--- config.mk ---
export PLATFORM = sky130hd
export DESIGN_NAME = seven_segment_mux
export DESIGN_NICKNAME = d
export VERILOG_FILES = /design/src/rtl/seven_segment_pkg.sv /design/src/rtl/seven_segment.sv /design/src/rtl/seven_segment_mux.sv
export SDC_FILE = /design/constraint.sdc
export NUM_CORES = 1
export LEC_CHECK = 0
export CORE_UTILIZATION = 45
export CTS_BUF_LIST = sky130_fd_sc_hd__clkbuf_8
export DETAILED_ROUTE_END_ITERATION = 8
export DONT_BUFFER_PORTS = 1
export PLACE_DENSITY = 0.7
export RECOVER_POWER = 25
export SETUP_SLACK_MARGIN = 0.15
export SLEW_MARGIN = 5
export SYNTH_ARGS = -nofsm -noshare
export SYNTH_HDL_FRONTEND = slang
export SYNTH_SLANG_ARGS = --single-unit
--- constraint.sdc ---
create_clock -name clk -period 3.05 [get_ports clk]
set_input_delay 0.4575 -clock clk [delete_from_list [all_inputs] [get_ports clk]]
set_output_delay 0.4575 -clock clk [all_outputs]
set_load 0.03 [all_outputs]
--- src/rtl/seven_segment_pkg.sv ---
// Shared constants and types for the multiplexed seven-segment display driver.
// Pins are active-low, so "all ones" turns a digit fully off.
package seven_segment_pkg;

  localparam int         NUM_DIGITS = 4;
  localparam logic [3:0] ANODE_OFF  = 4'b1111;
  localparam logic [7:0] SEG_BLANK  = 8'hFF;

  typedef logic [1:0] digit_sel_t;

  // One-cold anode pattern: only the selected digit's enable is pulled low.
  function automatic logic [3:0] anode_for(input digit_sel_t sel);
    logic [3:0] one_hot;
    one_hot = 4'b0001 << sel;
    return ~one_hot;
  endfunction

endpackage

--- src/rtl/seven_segment.sv ---
// Hex nibble to seven-segment glyph decoder, active-low, segment[6:0] = g..a.
// Purely combinational; callers register the result.
module seven_segment (
  input  logic [3:0] data,
  output logic [6:0] segment
);

  always_comb begin
    segment = 7'b1111111;
    case (data)
      4'h0: segment = 7'b1000000;
      4'h1: segment = 7'b1111001;
      4'h2: segment = 7'b0100100;
      4'h3: segment = 7'b0110000;
      4'h4: segment = 7'b0011001;
      4'h5: segment = 7'b0010010;
      4'h6: segment = 7'b0000010;
      4'h7: segment = 7'b1111000;
      4'h8: segment = 7'b0000000;
      4'h9: segment = 7'b0010000;
      4'hA: segment = 7'b0001000;
      4'hB: segment = 7'b0000011;
      4'hC: segment = 7'b1000110;
      4'hD: segment = 7'b0100001;
      4'hE: segment = 7'b0000110;
      4'hF: segment = 7'b0001110;
      default: segment = 7'b1111111;
    endcase
  end

endmodule

--- src/rtl/seven_segment_mux.sv ---
// Time-multiplexed 4-digit common-anode display driver with per-frame input
// shadowing and anode dead time at the start of every digit slot.
module seven_segment_mux
  import seven_segment_pkg::*;
#(
  parameter int COUNT_BITS  = 17,
  parameter int DEAD_CYCLES = 64
) (
  input  logic        clk,
  input  logic        reset,
  input  logic [15:0] data_in,
  input  logic [3:0]  dp_in,
  input  logic [3:0]  blank_in,
  output logic [7:0]  segment,
  output logic [3:0]  anode,
  output logic        frame_tick
);

  localparam logic [COUNT_BITS-1:0] DEAD_CNT = COUNT_BITS'(DEAD_CYCLES);
  localparam digit_sel_t            LAST_DIGIT = digit_sel_t'(NUM_DIGITS - 1);

  logic [COUNT_BITS-1:0] cnt_q, cnt_d;
  digit_sel_t            digit_sel_q, digit_sel_d;
  logic [15:0]           data_shadow_q, data_shadow_d;
  logic [3:0]            dp_shadow_q, dp_shadow_d;
  logic [3:0]            blank_shadow_q, blank_shadow_d;
  logic [3:0]            anode_q, anode_d;
  logic [7:0]            segment_q, segment_d;
  logic                  frame_tick_q, frame_tick_d;

  logic                  cnt_wrap;
  logic                  frame_load;
  logic                  in_dead;
  logic [3:0]            nibble;
  logic [6:0]            glyph;
  logic [3:0]            nibbles [NUM_DIGITS];

  for (genvar gi = 0; gi < NUM_DIGITS; gi++) begin : g_nibble
    assign nibbles[gi] = data_shadow_q[gi*4 +: 4];
  end

  assign nibble = nibbles[digit_sel_q];

  // Single decoder shared by all digits; only the active nibble is decoded.
  seven_segment u_decoder (
    .data    (nibble),
    .segment (glyph)
  );

  always_comb begin
    cnt_wrap       = &cnt_q;
    frame_load     = cnt_wrap && (digit_sel_q == LAST_DIGIT);
    in_dead        = cnt_q < DEAD_CNT;

    cnt_d          = cnt_q + COUNT_BITS'(1);
    digit_sel_d    = digit_sel_q;
    data_shadow_d  = data_shadow_q;
    dp_shadow_d    = dp_shadow_q;
    blank_shadow_d = blank_shadow_q;
    frame_tick_d   = frame_load;
    anode_d        = ANODE_OFF;
    segment_d      = SEG_BLANK;

    if (cnt_wrap) begin
      digit_sel_d = digit_sel_q + 2'd1;
    end

    // Inputs are captured only at the frame boundary so a frame never tears.
    if (frame_load) begin
      data_shadow_d  = data_in;
      dp_shadow_d    = dp_in;
      blank_shadow_d = blank_in;
    end

    if (!in_dead && !blank_shadow_q[digit_sel_q]) begin
      anode_d   = anode_for(digit_sel_q);
      segment_d = {~dp_shadow_q[digit_sel_q], glyph};
    end
  end

  always_ff @(posedge clk) begin
    if (reset) begin
      cnt_q          <= '0;
      digit_sel_q    <= '0;
      data_shadow_q  <= 16'h0000;
      dp_shadow_q    <= 4'b0000;
      blank_shadow_q <= 4'b0000;
      anode_q        <= ANODE_OFF;
      segment_q      <= SEG_BLANK;
      frame_tick_q   <= 1'b0;
    end else begin
      cnt_q          <= cnt_d;
      digit_sel_q    <= digit_sel_d;
      data_shadow_q  <= data_shadow_d;
      dp_shadow_q    <= dp_shadow_d;
      blank_shadow_q <= blank_shadow_d;
      anode_q        <= anode_d;
      segment_q      <= segment_d;
      frame_tick_q   <= frame_tick_d;
    end
  end

  assign anode      = anode_q;
  assign segment    = segment_q;
  assign frame_tick = frame_tick_q;

endmodule

==> flow_metrics.py <==
metrics = {
    "die": {
        "io_pins": 39,
        "die_w_um": 78.7,
        "rows": 27,
        "die_h_um": 78.7,
        "initial_utilization_pct": 47.5,
        "die_area_mm2": 0.00619,
        "core_mm2": 0.00557,
    },
    "route": {
        "drc": 0,
        "vias": 1871,
        "firstDrtPassIters": 4,
        "vias_per_cell": 5.35,
        "drtAntennaViolNets": 0,
        "drt_iter0_markers": 71,
        "wl_um": 4920,
        "wl_per_cell_um": 14.0,
    },
    "layout": {
        "fin_cells": 350,
        "layout_commonest_cell": "nand2_1",
        "nets": 315,
        "final_area_mm2": 0.00276,
        "syn_to_final_growth_pct": 4.40,
        "layout-drive-gt1-share_pct": 9.35,
        "layout_common_cells": "nand2_1, dfxtp_1, a21oi_1",
        "num_antenna_cells": 0,
    },
    "setup_path": {
        "cp-end-kind": "flop",
        "cp_max_fo": 25,
        "startpoint_type": "flop",
        "worstPathArrival_ns": 2.56,
        "worstSetupPathType": "reg2reg",
        "r2r_cells": 7,
        "required_ns": 3.26,
    },
    "synthesis": {
        "synth_area_mm2": 0.00265,
        "syn_inst": 281,
        "synth-adder-area-share_pct": 5.67,
        "avgSynthCellArea_um2": 9.42,
        "ys_ff_latch": 56,
        "synth_cell_types": 42,
        "synthArstFlopShare_pct": 0,
        "syn_nets": 319,
        "synth_edf_count": 0,
        "synthMuxAreaShare_pct": 13.6,
        "synth_seq_area_share_pct": 42.3,
        "synth_top_family_by_area": "simple AND/OR/NAND/NOR gates",
        "synth_compound_area_share_pct": 8.79,
        "synthSimpleGateAreaFrac_pct": 21.1,
        "yosysWarnings": 0,
        "synth_xor_area_share_pct": 4.30,
        "synth_ff_type": "dfxtp_1",
    },
    "placed_design": {
        "place_hpwl_um": 3620,
        "dp.cells": 342,
        "routabilityCongestion": 0.778,
        "portBuffers": 0,
        "post_dp_cell_area_mm2": 0.00268,
    },
    "clocking": {
        "postCtsResizedCells": 0,
        "hold_buffers": 0,
        "htree_levels": 2,
        "clock-sinks": 56,
        "clock_latency_ns": 0.31,
        "post_cts_buffers": 0,
        "cts-root-buf": "clkbuf_8",
        "cts_buffers": 5,
        "cts_tree": "built",
        "cts.reportedPaths.clkPinSlew_ns": 0.10,
        "clock_path_buffers": 2,
    },
    "sta": {
        "tns_ns": 0,
        "fin_crit_sh_pct": 77.1,
        "skew_ns": 0.00845,
        "hold_viol": 0,
        "setup-violations-final": 0,
        "slew_headroom_pct": 48.8,
        "slew_violations": 0,
        "tightest_slew_ns": 0.765,
        "fin_crit_ns": 2.35,
        "max_freq_mhz": 425,
        "rsz0062_at_grt": "false",
    },
    "hold_path": {
        "min_delay_path_depth": 1,
        "min_path_type": "in2reg",
    },
    "status": {
        "outcome": "finished, final reports clean",
    },
    "global_routing": {
        "grt_pass1_vias": 1806,
        "antenna_found_initial": 0,
        "grt_pass1_wl_um": 8330,
        "grt_overflow": 0,
        "grt_use_total_pct": 17.3,
        "grt_max_degree": 48,
    },
    "run": {
        "drv_cap": 0,
    },
    "pwr": {
        "p_leak_nw": 0.931,
        "powerDensity_mw_per_mm2": 420,
        "ir_worst_vdd_uv": 248,
    },
}
## layer usage
layer | up-vias | routed length (um) | global-route usage (%)
met2 | 34 | 2380 | 30.3
li1 | 956 | - | -
met4 | 0 | 67 | 5.56
met3 | 5 | 328 | 6.55
met1 | 876 | 2140 | 19.3
met5 | - | 0 | 0
## kinds of logic after synthesis
logic type                 after synthesis
adders and majority gates               12
AOI/OAI and AO/OA                       38
buffers and inverters                   21
muxes                                   24
and+or+nand+nor                        117
DFF                                     56
xor gates and xnor gates                13
## cell type report
cell class              instances  area [um2]
clock buffers                   6        82.6
clock inverters                 2        11.3
fillers                       528        2810
inverters                       7        26.3
multi-input cells             204        1410
flip-flops and latches         56        1120
well taps                      72        90.1
repair buffers                  3        22.5
## stage by stage
step / total power, mW / setup WS [ns] / util, % / hold WS, ns
floorplan: 0.768 / 0.853 / - / 0.430
global placement: 0.762 / 0.800 / 48.0 / 0.433
detailed placement: 0.762 / 0.693 / 48.0 / 0.438
CTS: 1.17 / 0.675 / 49.7 / 0.193
global route: 1.21 / 0.391 / 49.6 / 0.189
finish: 1.16 / 0.697 / 49.6 / 0.207
## sequential cells by signal, summed over array words and instances (netlist names)
register	cells
cnt_q	17
segment	8
blank_shadow_q	4
frame_tick	1
data_shadow_q	16
digit_sel_q	2
anode	4
dp_shadow_q	4
## critical path, stage by stage (launching register included)
cell	delay (ns)
dfxtp_1	0.38
ha_1	0.23
nand4_1	0.17
nor4_1	0.37
ha_1	0.31
nand2_1	0.48
nand2_1	0.23
a21oi_1	0.09
## Yosys cell counts (5+ instances only)
cell type / count / area [um2]
nor2_1: 19 / 71.3
a21oi_1: 26 / 130
nand2_1: 64 / 240
xnor2_1: 9 / 78.8
ha_1: 12 / 150
mux2i_1: 9 / 90.1
clkbuf_1: 9 / 33.8
inv_1: 7 / 26.3
nor3_1: 8 / 40.0
mux2_2: 5 / 56.3
dfxtp_1: 56 / 1120
## final timing paths
kind	startpoint	endpoint	slack [ns]
worst min-delay path	reset	cnt_q[0]	0.21
worst min register to register	data_shadow_q[4]	data_shadow_q[4]	0.45
worst max-delay path	cnt_q[0]	data_shadow_q[15]	0.70
worst max register to register	cnt_q[0]	data_shadow_q[15]	0.70
## power by group
part | internal, mW | total, mW | switching, mW | leakage, nW
Clock | 0.182 | 0.415 | 0.233 | 0.0486
Sequential | 0.734 | 0.737 | 0.00321 | 0.452
Combinational | 0.00432 | 0.00795 | 0.00362 | 0.430
(Power assumes the default switching activity.)
